$ cat config.mk
export PLATFORM = sky130hd
export DESIGN_NAME = fc_mac_lanes_flat
export DESIGN_NICKNAME = d
export VERILOG_FILES = /design/src/rtl/fc_mac_lanes_if.sv /design/src/rtl/fc_mac_lanes.sv /design/src/flat_wrapper.sv
export SDC_FILE = /design/constraint.sdc
export NUM_CORES = 2
export LEC_CHECK = 0
export CORE_UTILIZATION = 50
export CTS_BUF_LIST = sky130_fd_sc_hd__clkbuf_8
export CTS_CLUSTER_DIAMETER = 40
export DETAILED_ROUTE_END_ITERATION = 10
export PLACE_DENSITY = 0.71
export SLEW_MARGIN = 40
export SYNTH_ARGS = -nofsm -noshare
export SYNTH_HDL_FRONTEND = slang
export SYNTH_SLANG_ARGS = --single-unit
export TNS_END_PERCENT = 30
$ cat constraint.sdc
create_clock -name clk -period 4.4 [get_ports clk]
set_input_delay 1.1 -clock clk [delete_from_list [all_inputs] [get_ports clk]]
set_output_delay 1.1 -clock clk [all_outputs]
set_load 0.005 [all_outputs]
$ cat src/rtl/fc_mac_lanes_if.sv
// rtl/fc_mac_lanes_if.sv - beat input and result output handshake bundle for fc_mac_lanes
interface fc_mac_lanes_if #(
    parameter int DW    = 16,
    parameter int LANES = 4
);
    logic                in_valid;
    logic                in_ready;
    logic                in_last;
    logic [LANES*DW-1:0] din;
    logic [LANES*DW-1:0] win;
    logic [DW-1:0]       bias;
    logic                relu_en;
    logic                out_valid;
    logic                out_ready;
    logic [DW-1:0]       dout;

    modport master (
        output in_valid, in_last, din, win, bias, relu_en, out_ready,
        input  in_ready, out_valid, dout
    );

    modport slave (
        input  in_valid, in_last, din, win, bias, relu_en, out_ready,
        output in_ready, out_valid, dout
    );
endinterface

$ cat src/rtl/fc_mac_lanes.sv
// rtl/fc_mac_lanes.sv - lane-parallel Q(QW) dot-product MAC with bias, rounding, saturation and ReLU
module fc_mac_lanes #(
    parameter int DW    = 16,
    parameter int QW    = 11,
    parameter int LANES = 4,
    parameter int GUARD = 8
) (
    input logic           clk,
    input logic           rst_n,
    fc_mac_lanes_if.slave bus
);
    localparam int PW   = 2 * DW;
    localparam int SW   = PW + $clog2(LANES);
    localparam int ACCW = SW + GUARD;
    localparam int RW   = ACCW - QW + 1;
    localparam logic signed [RW-1:0] SAT_HI = {{(RW-DW+1){1'b0}}, {(DW-1){1'b1}}};
    localparam logic signed [RW-1:0] SAT_LO = ~SAT_HI;

    typedef enum logic [1:0] {ST_ACC, ST_DRAIN, ST_OUT} state_t;

    state_t                  state_q, state_d;
    logic                    live_q, first_q, relu_q;
    logic [DW-1:0]           bias_q;
    logic                    accept, in_ready_c, out_valid_c;
    logic                    s1_valid, s1_last, s1_first;
    logic signed [PW-1:0]    prod_q [LANES];
    logic                    s2_valid, s2_last, s2_first;
    logic signed [SW-1:0]    sum_d, sum_q;
    logic signed [ACCW-1:0]  acc_q, bias_ext;
    logic                    acc_last_q, done_q;
    logic signed [RW-1:0]    acc_sh, rnd;
    logic                    carry;
    logic [DW-1:0]           res_d, dout_q;

    function automatic logic signed [PW-1:0] lane_mul(input logic [DW-1:0] a, input logic [DW-1:0] b);
        logic signed [PW-1:0] ax, bx;
        ax = {{DW{a[DW-1]}}, a};
        bx = {{DW{b[DW-1]}}, b};
        return ax * bx;
    endfunction

    assign accept        = bus.in_valid & in_ready_c;
    assign bus.in_ready  = in_ready_c;
    assign bus.out_valid = out_valid_c;
    assign bus.dout      = dout_q;

    always_ff @(posedge clk or negedge rst_n) begin
        if (!rst_n) state_q <= ST_ACC;
        else        state_q <= state_d;
    end

    always_comb begin
        state_d     = state_q;
        in_ready_c  = 1'b0;
        out_valid_c = 1'b0;
        case (state_q)
            ST_ACC: begin
                in_ready_c = live_q;
                if (live_q && bus.in_valid && bus.in_last) state_d = ST_DRAIN;
            end
            ST_DRAIN: begin
                if (done_q) state_d = ST_OUT;
            end
            ST_OUT: begin
                out_valid_c = 1'b1;
                if (bus.out_ready) state_d = ST_ACC;
            end
            default: state_d = ST_ACC;
        endcase
    end

    // live_q keeps in_ready low until the first edge after reset release
    always_ff @(posedge clk or negedge rst_n) begin
        if (!rst_n) begin
            live_q  <= 1'b0;
            first_q <= 1'b1;
            relu_q  <= 1'b0;
            bias_q  <= '0;
        end else begin
            live_q <= 1'b1;
            if (out_valid_c && bus.out_ready) first_q <= 1'b1;
            else if (accept)                  first_q <= 1'b0;
            if (accept && first_q) begin
                relu_q <= bus.relu_en;
                bias_q <= bus.bias;
            end
        end
    end

    always_ff @(posedge clk or negedge rst_n) begin
        if (!rst_n) begin
            s1_valid <= 1'b0;
            s1_last  <= 1'b0;
            s1_first <= 1'b0;
            for (int i = 0; i < LANES; i++) prod_q[i] <= '0;
        end else begin
            s1_valid <= accept;
            s1_last  <= accept & bus.in_last;
            s1_first <= accept & first_q;
            if (accept)
                for (int i = 0; i < LANES; i++)
                    prod_q[i] <= lane_mul(bus.din[i*DW +: DW], bus.win[i*DW +: DW]);
        end
    end

    always_comb begin
        sum_d = '0;
        for (int i = 0; i < LANES; i++) sum_d = sum_d + SW'(prod_q[i]);
    end

    always_ff @(posedge clk or negedge rst_n) begin
        if (!rst_n) begin
            s2_valid <= 1'b0;
            s2_last  <= 1'b0;
            s2_first <= 1'b0;
            sum_q    <= '0;
        end else begin
            s2_valid <= s1_valid;
            s2_last  <= s1_last;
            s2_first <= s1_first;
            if (s1_valid) sum_q <= sum_d;
        end
    end

    assign bias_ext = ACCW'($signed(bias_q)) <<< QW;

    always_ff @(posedge clk or negedge rst_n) begin
        if (!rst_n) begin
            acc_q      <= '0;
            acc_last_q <= 1'b0;
        end else begin
            acc_last_q <= s2_valid & s2_last;
            if (s2_valid) acc_q <= (s2_first ? bias_ext : acc_q) + ACCW'(sum_q);
        end
    end

    // Negative ties need a nonzero tail below the half bit to round up, so they go away from zero
    always_comb begin
        acc_sh = RW'(acc_q >>> QW);
        carry  = acc_q[ACCW-1] ? (acc_q[QW-1] & (|acc_q[QW-2:0])) : acc_q[QW-1];
        rnd    = acc_sh + RW'({1'b0, carry});
        if (rnd > SAT_HI)      res_d = SAT_HI[DW-1:0];
        else if (rnd < SAT_LO) res_d = SAT_LO[DW-1:0];
        else                   res_d = rnd[DW-1:0];
        if (relu_q && res_d[DW-1]) res_d = '0;
    end

    always_ff @(posedge clk or negedge rst_n) begin
        if (!rst_n) begin
            dout_q <= '0;
            done_q <= 1'b0;
        end else begin
            done_q <= acc_last_q;
            if (acc_last_q) dout_q <= res_d;
        end
    end
endmodule

$ cat src/flat_wrapper.sv
// flat-port wrapper written by rule: the top's interface ports become plain ports
module fc_mac_lanes_flat 
#(
    parameter int DW    = 16,
    parameter int QW    = 11,
    parameter int LANES = 4,
    parameter int GUARD = 8
)
  (clk, rst_n, bus_in_valid, bus_in_last, bus_din, bus_win, bus_bias, bus_relu_en, bus_out_ready, bus_in_ready, bus_out_valid, bus_dout);
  fc_mac_lanes_if #(.DW(DW), .LANES(LANES)) bus_i ();
  input logic clk;
  input logic rst_n;
  input wire logic [$bits(bus_i.in_valid)-1:0] bus_in_valid;
  input wire logic [$bits(bus_i.in_last)-1:0] bus_in_last;
  input wire logic [$bits(bus_i.din)-1:0] bus_din;
  input wire logic [$bits(bus_i.win)-1:0] bus_win;
  input wire logic [$bits(bus_i.bias)-1:0] bus_bias;
  input wire logic [$bits(bus_i.relu_en)-1:0] bus_relu_en;
  input wire logic [$bits(bus_i.out_ready)-1:0] bus_out_ready;
  output wire logic [$bits(bus_i.in_ready)-1:0] bus_in_ready;
  output wire logic [$bits(bus_i.out_valid)-1:0] bus_out_valid;
  output wire logic [$bits(bus_i.dout)-1:0] bus_dout;
  assign bus_i.in_valid = bus_in_valid;
  assign bus_i.in_last = bus_in_last;
  assign bus_i.din = bus_din;
  assign bus_i.win = bus_win;
  assign bus_i.bias = bus_bias;
  assign bus_i.relu_en = bus_relu_en;
  assign bus_i.out_ready = bus_out_ready;
  assign bus_in_ready = bus_i.in_ready;
  assign bus_out_valid = bus_i.out_valid;
  assign bus_dout = bus_i.dout;
  fc_mac_lanes #(.DW(DW), .QW(QW), .LANES(LANES), .GUARD(GUARD)) u_core (.clk(clk), .rst_n(rst_n), .bus(bus_i));
endmodule
* Word level (Yosys, flattened, before mapping)
Index checks and enable logic that the tools add are counted.
** Storage, ports and cells
- Word-level logic and storage cells :: 63
- Input bits :: 150
- Register bits :: 249
- Output and inout port bits :: 18
** Operators by class
- Mux-type cells :: 13
- $lt $le $gt $ge :: 2
- Multipliers :: 4
- Reductions and logical operators :: 9
- Equal/unequal tests :: 5
- Add/sub/neg operators :: 5
- Bitwise logic cells :: 5
** Operators by type and width (count)
- $mul 16x16->32 :: 4
- $mux 16 :: 3
- $add 42x34->42 :: 1
- $mux 42 :: 1
- $add 33x32->34 :: 1
- $add 34x32->34 :: 1
- $add 32x32->33 :: 1
- $add 31x2->32 :: 1
- $gt 32x16->1 const B :: 1
- $lt 32x16->1 const B :: 1
- $reduce_or 10->1 :: 1
- $mux 2 :: 3
- $pmux 2 s3 :: 1
- $and 1x1->1 :: 5
- $logic_and 1x1->1 :: 5
- $mux 1 :: 5
- $ne 2x1->1 const B :: 2
- $reduce_and 3->1 :: 1
- $eq 2x1->1 const B :: 1
- $eq 2x2->1 const B :: 1
- $logic_not 2->1 :: 1
- $ne 2x2->1 const B :: 1
- $reduce_bool 2->1 :: 1

* Logic depth before layout (Yosys ltp)
- Word-level depth :: 9
- Gate-level depth with buffers :: 26
- Gate-level depth less buffers :: 25

* Worst setup path after synthesis
No wires, ideal clock.
- Path type :: input-to-reg
- From :: input bus_din[47]
- To :: register u_core.prod_q[62] (netlist name)
- Setup time :: 0.129 ns
- Stages :: 22
- Path slack :: -2.613 ns
- Required time :: 4.271 ns
- Path buffers :: 1
- Arrival :: 6.885 ns
- Path through :: clkbuf_1 > nand2_1 > inv_1 > fa_1 > fa_1 > fa_1 > fa_1 > fa_1 > inv_1 > fa_1 > inv_1 > ha_1 > a21o_1 > a21o_1 > a21o_1 > a21o_1 > a21oi_1 > o21ai_0 > a211o_1 > a21oi_1 > xor2_1 > o21ai_1
** Between the ends
- Longest elaborated chain between the ends :: 1
** Ends and longest elaborated chain
- from (decl) :: RTL line flat_wrapper.sv:15 : input wire logic [$bits(bus_i.din)-1:0] bus_din;
- $mul 16x16->32 :: RTL line fc_mac_lanes.sv:39 : return ax * bx;
- to (signal, indexed assignment) :: RTL line fc_mac_lanes.sv:102 : prod_q[i] <= lane_mul(bus.din[i*DW +: DW], bus.win[i*DW +: DW]);
- to (decl) :: RTL line fc_mac_lanes.sv:26 : logic signed [PW-1:0] prod_q [LANES];
No other way between the ends.
A chain may end at the register's enable or synchronous reset.

* Worst setup path after layout
- From :: input bus_win[55]
- To :: register u_core.prod_q[28] (netlist name)
** Between the ends
- Longest elaborated chain between the ends :: 1
** Ends and longest elaborated chain
- from (decl) :: RTL line flat_wrapper.sv:16 : input wire logic [$bits(bus_i.win)-1:0] bus_win;
- $mul 16x16->32 :: RTL line fc_mac_lanes.sv:39
No other way between the ends.

==> results.py <==
metrics = {
    "sta": {
        "timing.fmax_mhz": 161.7,
        "max_slew_margin_pct": 45.43,
        "worst_pin_slew_ps": 818.6,
        "slew_violations": 0,
        "rsz0062_at_grt": "true",
        "period_share_pct": 140.5,
        "setup_violations": 102,
        "finalClockSkew_ps": 29.71,
        "hold_viol": 0,
        "timing.final.crit_period_ps": 6183,
        "whs_ps": 349.5,
        "fin_ws_ps": -1783,
    },
    "yosys": {
        "syn_nets": 7457,
        "synth_top_flop_cell": "dfrtp_1",
        "async_flop_share_pct": 100.0,
        "ys_ff_latch": 249,
        "netlist_area_sq_um": 54110,
        "syn_inst": 5789,
        "seq_area_frac_synth_pct": 11.52,
        "syn_area_per_cell_sq_um": 9.347,
        "synth-edff-count": 0,
        "yosys_warnings": 0,
        "synth_cell_types": 91,
    },
    "clocking": {
        "h-tree-depth": 2,
        "clk_path_buf_depth": 3,
        "cts.root.buffer_cell": "clkbuf_8",
        "cts_buffers": 45,
        "clock_sinks": 249,
        "postCtsHoldBufs": 0,
        "clk_latency_ps": 610,
        "cts_tree": "built",
        "path_clk_slew_ps": 60,
    },
    "drt": {
        "antenna_left": 0,
        "drt-total-wl_um": 141700,
        "via_per_inst": 5.232,
        "drc": 0,
        "num_vias": 42769,
        "post_drt_wl_per_cell_um": 17.34,
        "drtPass1Iterations": 6,
        "drtIter0Drc": 2483,
    },
    "global_routing": {
        "grt_use_total_pct": 26.66,
        "grt_pass1_wl_um": 234200,
        "grt_pass1_vias": 46405,
        "grt_max_degree": 191,
        "antenna_found_initial": 1,
        "gr-total-overflow": 0,
    },
    "hold_path": {
        "hold_depth": 0,
        "hp-start": "u_core.s1_first",
        "holdCritPathClass": "flop to flop",
        "min_to": "u_core.s2_first",
    },
    "placed_design": {
        "dp_hpwl_um": 114400,
        "port_buffers": 167,
        "place.gp.congestion": 0.9038,
        "dp.cells": 7896,
        "pre_cts_slack_ps": -3078,
    },
    "floorplanning": {
        "ios": 168,
        "rows": 120,
        "die_area_sq_um": 109500,
        "core_area_sq_um": 107200,
        "die_y_um": 331.0,
        "start_util_pct": 50.48,
        "fp.dieW_um": 331.0,
    },
    "setup_path": {
        "cp-start-kind": "input pin",
        "crit_arrival_ps": 6650,
        "cp-startpoint": "bus_win[55]",
        "slowest_delay_ps": 590,
        "r2r_slack_ps": 0,
        "crit_buf_inv": 7,
        "crit_chain": "clkdlybuf4s15_2 > buf_12 > buf_4 > and2_4 > fa_1 > ha_2 > inv_1 > fa_1 > fa_1 > inv_2 > fa_1 > fa_1 > ha_4 > buf_4 > and3_4 > and3_4 > a211o_1 > a211o_4 > a311oi_4 > buf_4 > xor2_1 > o21ai_1",
        "cp_max_fo": 5,
        "crit_slowest_cell": "fa_1",
        "cp_top_family": "adder cells",
        "worstSetupPathType": "input pin to flop",
        "setup.worst_path.end_class": "flop",
        "r2r_start": "u_core.prod_q[1]",
        "required_ps": 4860,
        "crit_top_cell": "fa_1",
        "ff2ff_path_depth": 15,
        "r2r_end": "u_core.sum_q[31]",
    },
    "cells_and_area": {
        "final_cells": 8175,
        "n_antenna_cell": 0,
        "layout-drive-gt1-share_pct": 25.99,
        "layout.nets": 8406,
        "area_growth_pct": 26.28,
    },
    "status": {
        "status": "finished with violations",
        "violations": "negative setup slack",
    },
    "flow_run": {
        "drv_cap": 0,
    },
}
==> placed cells by master, fill, tap and decap left out, drive strengths merged, types with 9 or more instances in the layout <==
cell type,n
inv,1216
fa,1114
buf,1003
nand2,747
and2,502
ha,404
dfrtp,248
o21ai,208
nor2,156
a21oi,145
xnor2,134
a21o,104
clkbuf,82
mux2,75
xor2,75
nand2b,47
nand3,47
clkdlybuf4s50,42
nor2b,32
nor3,27
o21a,23
nand4,23
a31oi,23
o21bai,17
and3,16
a211oi,15
mux2i,14
o31ai,14
clkdlybuf4s15,14
a211o,13
a311o,12
clkinv,11
or3,9
==> area by class of cell <==
| cell class | instances | area, sq um |
|---|---|---|
| Timing Repair Buffer | 1092 | 9773 |
| Inverter | 1211 | 4551 |
| Tap cell | 1403 | 1755 |
| Clock inverter | 21 | 234.0 |
| Sequential cell | 249 | 6235 |
| Multi-Input combinational cell | 4139 | 44960 |
| Fill cell | 8510 | 38870 |
| Clock buffer | 60 | 825.8 |
==> state kept, by name, summed over array words and instances, names as in the netlist <==
name and cells:
u_core.prod_q 128, u_core.acc_q 42, u_core.sum_q 34, u_core.bias_q 16
u_core.bus.dout 16, u_core.state_q 2, u_core.acc_last_q 1, u_core.done_q 1
u_core.first_q 1, u_core.live_q 1, u_core.relu_q 1, u_core.s1_first 1
u_core.s1_last 1, u_core.s1_valid 1, u_core.s2_first 1, u_core.s2_last 1
u_core.s2_valid 1
==> synth_stat cells (8+ instances only) <==
library cell,n,area (sq um)
o22ai_1,8,50.05
nand2b_1,47,294.0
o31ai_1,13,97.59
o21ai_0,200,1001
a311o_1,12,120.1
a31oi_1,21,131.4
ha_1,404,5055
a211oi_1,15,112.6
xor2_1,75,656.9
nor2_1,155,581.8
or3_1,9,56.30
o21ai_1,8,40.04
o21bai_1,17,127.6
fa_1,1114,22300
mux2i_1,14,140.1
and3_1,16,100.1
a21oi_1,145,725.7
clkbuf_1,176,660.6
a211o_1,13,113.9
a21o_1,103,773.2
nor3_1,27,135.1
dfrtp_1,248,6206
o21a_1,23,172.7
nand3_1,46,230.2
nand2_1,747,2804
nand4_1,21,131.4
nor2b_1,32,200.2
inv_1,1211,4546
mux2_2,75,844.6
and2_1,501,3134
xnor2_1,134,1174
==> stage by stage <==
stage               TNS [ps]  area (sq um)  utilization, %
finish               -128440         68330           63.74
global placement     -243520         63350           59.09
floorplan            -136380         55240               -
CTS                  -133660         67150           62.64
global route         -144760         68330           63.74
detailed placement   -249240         63350           59.09
==> cell families (layout without fill, tap and decap cells) <==
kind of cell	count (synthesis)	count (layout)	synth area share, %
buffers and inverters	1401	2384	9.776
muxes	89	89	1.820
xor gates and xnor gates	209	209	3.383
and+or+nand+nor	1654	1654	15.00
adders and majority gates	1518	1518	50.56
other	1	1	0.006930
DFF	249	249	11.52
AOI/OAI and AO/OA	668	668	7.945
==> repair_timing <==
action,4_1_cts,5_1_grt
gates resized for setup,841,428
gates cloned,13,2
setup buffers,168,52
endpoints found under the hold margin,0,0
setup endpoints to repair,104,108
pin swaps,361,350
==> how the worst max path moves through the flow <==
stage	end	depth (start not counted)
after floorplan	u_core.prod_q[30]	21
after global placement	u_core.prod_q[25]	25
after detailed placement	u_core.prod_q[25]	25
after CTS	u_core.prod_q[95]	23
after global routing	u_core.prod_q[120]	25
final	u_core.prod_q[28]	22
==> layer usage <==
metal	wire, um	up-vias	track usage [%]
li1	-	19636	-
met1	58910	21613	35.16
met2	71290	1201	46.65
met3	6950	319	2.753
met4	4582	0	7.479
met5	0	-	0
Power is left out: the tool's default activity adds up to more than one toggle a clock period on the data nets, which glitch-free logic cannot reach.
